`config.mk`:
```
export PLATFORM = sky130hd
export DESIGN_NAME = rr_stream_mux
export DESIGN_NICKNAME = d
export VERILOG_FILES = /design/src/rtl/rr_stream_mux.sv
export SDC_FILE = /design/constraint.sdc
export NUM_CORES = 1
export LEC_CHECK = 0
export BUFFER_PORTS_ARGS = -buffer_cell sky130_fd_sc_hd__buf_2
export CAP_MARGIN = 0
export CORE_AREA = 2 2 48 50
export CTS_CLUSTER_DIAMETER = 150
export DETAILED_ROUTE_END_ITERATION = 7
export DIE_AREA = 0 0 50 52
export GPL_ROUTABILITY_DRIVEN = 1
export PLACE_DENSITY = 0.93
export SYNTH_ARGS = -nofsm -noshare
export SYNTH_HDL_FRONTEND = slang
export SYNTH_SLANG_ARGS = --single-unit
```
`constraint.sdc`:
```
create_clock -name clk -period 3.1 [get_ports clk]
set_input_delay 0.31 -clock clk [delete_from_list [all_inputs] [get_ports clk]]
set_output_delay 0.31 -clock clk [all_outputs]
set_load 0.01 [all_outputs]
```
`src/rtl/rr_stream_mux.sv`:
```
// rr_stream_mux: N-channel valid/ready stream mux with round-robin or fixed select
// and a registered output stage that reports the source channel.
module rr_stream_mux #(
    parameter int N_CH  = 4,
    parameter int WIDTH = 8,
    parameter int SEL_W = $clog2(N_CH)
) (
    input  logic                    clk,
    input  logic                    rst,
    input  logic [N_CH*WIDTH-1:0]   in_data,
    input  logic [N_CH-1:0]         in_valid,
    output logic [N_CH-1:0]         in_ready,
    input  logic                    mode,
    input  logic [SEL_W-1:0]        sel,
    output logic [WIDTH-1:0]        out_data,
    output logic [SEL_W-1:0]        out_ch,
    output logic                    out_valid,
    input  logic                    out_ready
);
    logic [WIDTH-1:0] data_q, data_d;
    logic [SEL_W-1:0] ch_q, ch_d, ptr_q, ptr_d, gnt_idx;
    logic             valid_q, valid_d, gnt_found, load_en;
    int               c;
    // Round-robin scan runs from the farthest offset down so the nearest requester wins.
    always_comb begin
        gnt_found = 1'b0;
        gnt_idx   = '0;
        c         = 0;
        if (mode) begin
            gnt_found = (int'(sel) < N_CH) && in_valid[sel];
            gnt_idx   = sel;
        end else begin
            for (int k = N_CH - 1; k >= 0; k--) begin
                c = (int'(ptr_q) + k) % N_CH;
                if (in_valid[c]) begin
                    gnt_found = 1'b1;
                    gnt_idx   = SEL_W'(c);
                end
            end
        end
    end
    assign load_en  = !valid_q || out_ready;
    assign in_ready = (load_en && gnt_found && !rst) ? N_CH'(1) << gnt_idx : '0;
    always_comb begin
        data_d  = data_q;
        ch_d    = ch_q;
        valid_d = valid_q;
        ptr_d   = ptr_q;
        if (load_en) begin
            valid_d = gnt_found;
            if (gnt_found) begin
                data_d = in_data[int'(gnt_idx)*WIDTH +: WIDTH];
                ch_d   = gnt_idx;
                ptr_d  = (int'(gnt_idx) == N_CH - 1) ? '0 : gnt_idx + 1'b1;
            end
        end
    end
    always_ff @(posedge clk) begin
        if (rst) begin
            data_q  <= '0;
            ch_q    <= '0;
            valid_q <= 1'b0;
            ptr_q   <= '0;
        end else begin
            data_q  <= data_d;
            ch_q    <= ch_d;
            valid_q <= valid_d;
            ptr_q   <= ptr_d;
        end
    end
    assign out_data  = data_q;
    assign out_ch    = ch_q;
    assign out_valid = valid_q;
endmodule

```
==> flow_summary.json <==
{
  "fill_cells": 188,
  "grt_usage": 0.207,
  "cts_resized": 0,
  "cp-startpoint": "ptr_q[1]",
  "cts_made_buffers": 3,
  "boundaryPins": 57,
  "slew_headroom": 0.434,
  "h-tree-depth": 1,
  "critPathKind": "reg2out",
  "finalSetupViolations": 0,
  "grt_first_pass_wirelength_um": 4210,
  "grt_pass1_vias": 969,
  "die_w_um": 50,
  "min_path_type": "in2reg",
  "cts_hold_buf": 0,
  "p_per_area_mw_per_mm2": 415,
  "area_delta_synth_final_pct": 33.3,
  "fmax_mhz": 414,
  "yosysWarnings": 0,
  "ys_types": 29,
  "row_count": 17,
  "cp.required_ps": 2790,
  "final_antenna_net_count": 0,
  "ir_worst_vdd_v": 0.000215,
  "cts_buffer_depth": 2,
  "min_period_over_period": 0.778,
  "r2r-end": "out_data[7]",
  "drt-wirelength-per-cell_um": 13.8,
  "r2r_setup_slack_ps": 800,
  "seq_area_um2": 260,
  "hold_violations": 0,
  "p_leak_nw": 0.549,
  "multi_input_comb_area_um2": 597,
  "period_needed_ps": 2410,
  "grt-ovfl-total": 0,
  "dieArea_mm2": 0.00260,
  "rsz0062_at_grt": "false",
  "ys_seq_elements": 13,
  "yosysTopAreaCell": "dfxtp_1",
  "hpwl_um": 2020,
  "routed_wl_um": 2550,
  "n_antenna_cell": 0,
  "skew_ps": 7.37,
  "path_clk_slew_ps": 90,
  "routabilityCongestion": 0.680,
  "fin_cells": 184,
  "ys_seq_area_frac": 0.288,
  "synth_area_um2": 902,
  "stdcell_area_mm2": 0.00120,
  "worstSkewPairLatency_ps": 270,
  "synth_mux_area_frac": 0.122,
  "antenna_found_initial": 0,
  "synth_area_per_cell_um2": 8.76,
  "dr.pass1.iters": 4,
  "cts.sinks": 13,
  "crit_path_end": "in_ready[0]",
  "r2r_start": "ptr_q[1]",
  "io_buffers": 56,
  "synthAdderAreaFrac": 0,
  "critPathMaxFanout": 19,
  "wl_met2_um": 1310,
  "postPlaceCellArea_mm2": 0.00118,
  "core_mm2": 0.00211,
  "vias": 1059,
  "tns_ps": 0,
  "die_h_um": 52,
  "cp-start-kind": "flip-flop",
  "status": "finished, final reports clean",
  "synthSimpleGateAreaFrac": 0.198,
  "synthXorXnorAreaFrac": 0.00971,
  "wl_met1_um": 1090,
  "cts_tree": "built",
  "clock-root-buffer": "clkbuf_4",
  "met3_length_um": 141,
  "endpoint_kind": "output pin",
  "worst_pin_slew_ps": 846,
  "synthTopCellsByArea": "dfxtp_1 (29%), mux2i_1 (12%), a2111oi_0 (9.7%)",
  "start_util": 0.428,
  "total_power_w": 0.000498,
  "worst_r2r_path_depth": 5,
  "dpl.cell_count": 180,
  "critPathArrivalTime_ps": 2100,
  "cap_violations": 0,
  "whs_ps": 356,
  "syn_inst": 103,
  "highest_layer": "met4",
  "viasPerCell": 5.76,
  "drt_iter0_drc": 17,
  "drcViolationCount": 0,
  "synth_compound_area_frac": 0.331,
  "synthesis.nets": 145,
  "finalMaxSlewViolations": 0,
  "grt_max_degree": 20,
  "drive_gt1_frac": 0.397,
  "fin_nets": 199,
  "synth_top_family_by_area": "compound AO/OA/AOI/OAI gates",
  "postCtsSetupRepairBufs": 0,
  "synth_top_area_frac": 0.288
}
-- final cells by class --
type                    instances  share of cell area
multi-input cells              82               0.496
clock buffers                   4              0.0219
well taps                      28              0.0291
inverters                       1             0.00312
repair buffers                 56               0.233
flip-flops and latches         13               0.216
-- worst min-delay path by stage --
stage	start	cells after the start	end
global placement	out_ch[1]	2	out_ch[1]
global route	out_ready	3	out_valid
CTS	out_ready	3	out_valid
finish	out_ready	3	out_valid
detailed placement	out_ch[1]	2	out_ch[1]
floorplan	rst	1	out_data[2]
-- flip-flops by register name, indices dropped and copies added (netlist names) --
register and cells:
out_data 8, out_ch 2, ptr_q 2, out_valid 1
-- cells in the mapped netlist --
library cell / instances
inv_1: 1
a2111oi_2: 1
nor3_4: 1
a21boi_2: 1
nor2b_1: 2
a22oi_1: 1
o211ai_1: 1
a211oi_1: 2
nor2_1: 14
nand2_1: 5
and3_1: 1
o21ai_1: 1
dfxtp_1: 13
nand3_1: 2
o221ai_1: 1
mux2i_1: 11
buf_6: 2
xnor2_1: 1
nand2b_1: 2
a21oi_1: 3
o21a_1: 2
nor4b_1: 1
a2111oi_0: 10
nor3_1: 2
clkbuf_1: 5
o31a_1: 7
or3_1: 1
nor4_1: 4
a2111oi_1: 5
-- layout by cell type, fill, tap and decap left out --
master     synthesis  layout
nor4b_1            1       1
a22oi_1            1       1
o221ai_1           1       1
nor4_1             4       4
a2111oi_0         10      10
nand2_1            5       5
o31a_1             7       7
clkbuf_4           0       3
a2111oi_1          5       5
xnor2_1            1       1
mux2i_1           11      11
or3_1              1       1
a21oi_1            3       3
nor2_1            14      14
inv_1              1       1
a21boi_2           1       1
nor3_1             2       2
a2111oi_2          1       1
nand2b_1           2       2
clkbuf_1           5       1
and3_1             1       1
nand3_1            2       2
a211oi_1           2       2
dfxtp_1           13      13
o211ai_1           1       1
o21a_1             2       2
nor3_4             1       1
nor2b_1            2       2
o21ai_1            1       1
buf_2              0      56
-- per-layer routing --
| layer | vias up | track usage |
|---|---|---|
| met1 | 502 | 0.237 |
| met4 | 0 | 0.0324 |
| li1 | 518 | - |
| met3 | 2 | 0.0431 |
| met2 | 37 | 0.395 |
| met5 | - | 0 |
-- stage by stage --
stage	util	worst slack (ps)
detailed placement	0.559	623
global placement	0.559	766
CTS	0.571	713
finish	0.571	687
floorplan	-	1220
global route	0.571	546
-- cells by family after synthesis --
kind of cell	count (synthesis)
compound gates	35
mux	11
simple gates	35
xor+xnor	1
flops	13
buf+inv	8
-- critical path: stages, from the launching register on --
cell and delay [ps]:
dfxtp_1 470, nor2_1 100, o21a_1 230, nor3_4 740, nor4_1 110, buf_2 180
-- report_power, final --
group          internal, W  switching (W)  total (W)
clock            0.0000498      0.0000558   0.000106
sequential        0.000190      0.0000151   0.000205
combinational    0.0000830       0.000105   0.000188
total             0.000322       0.000176   0.000498
(Power assumes the default switching activity.)
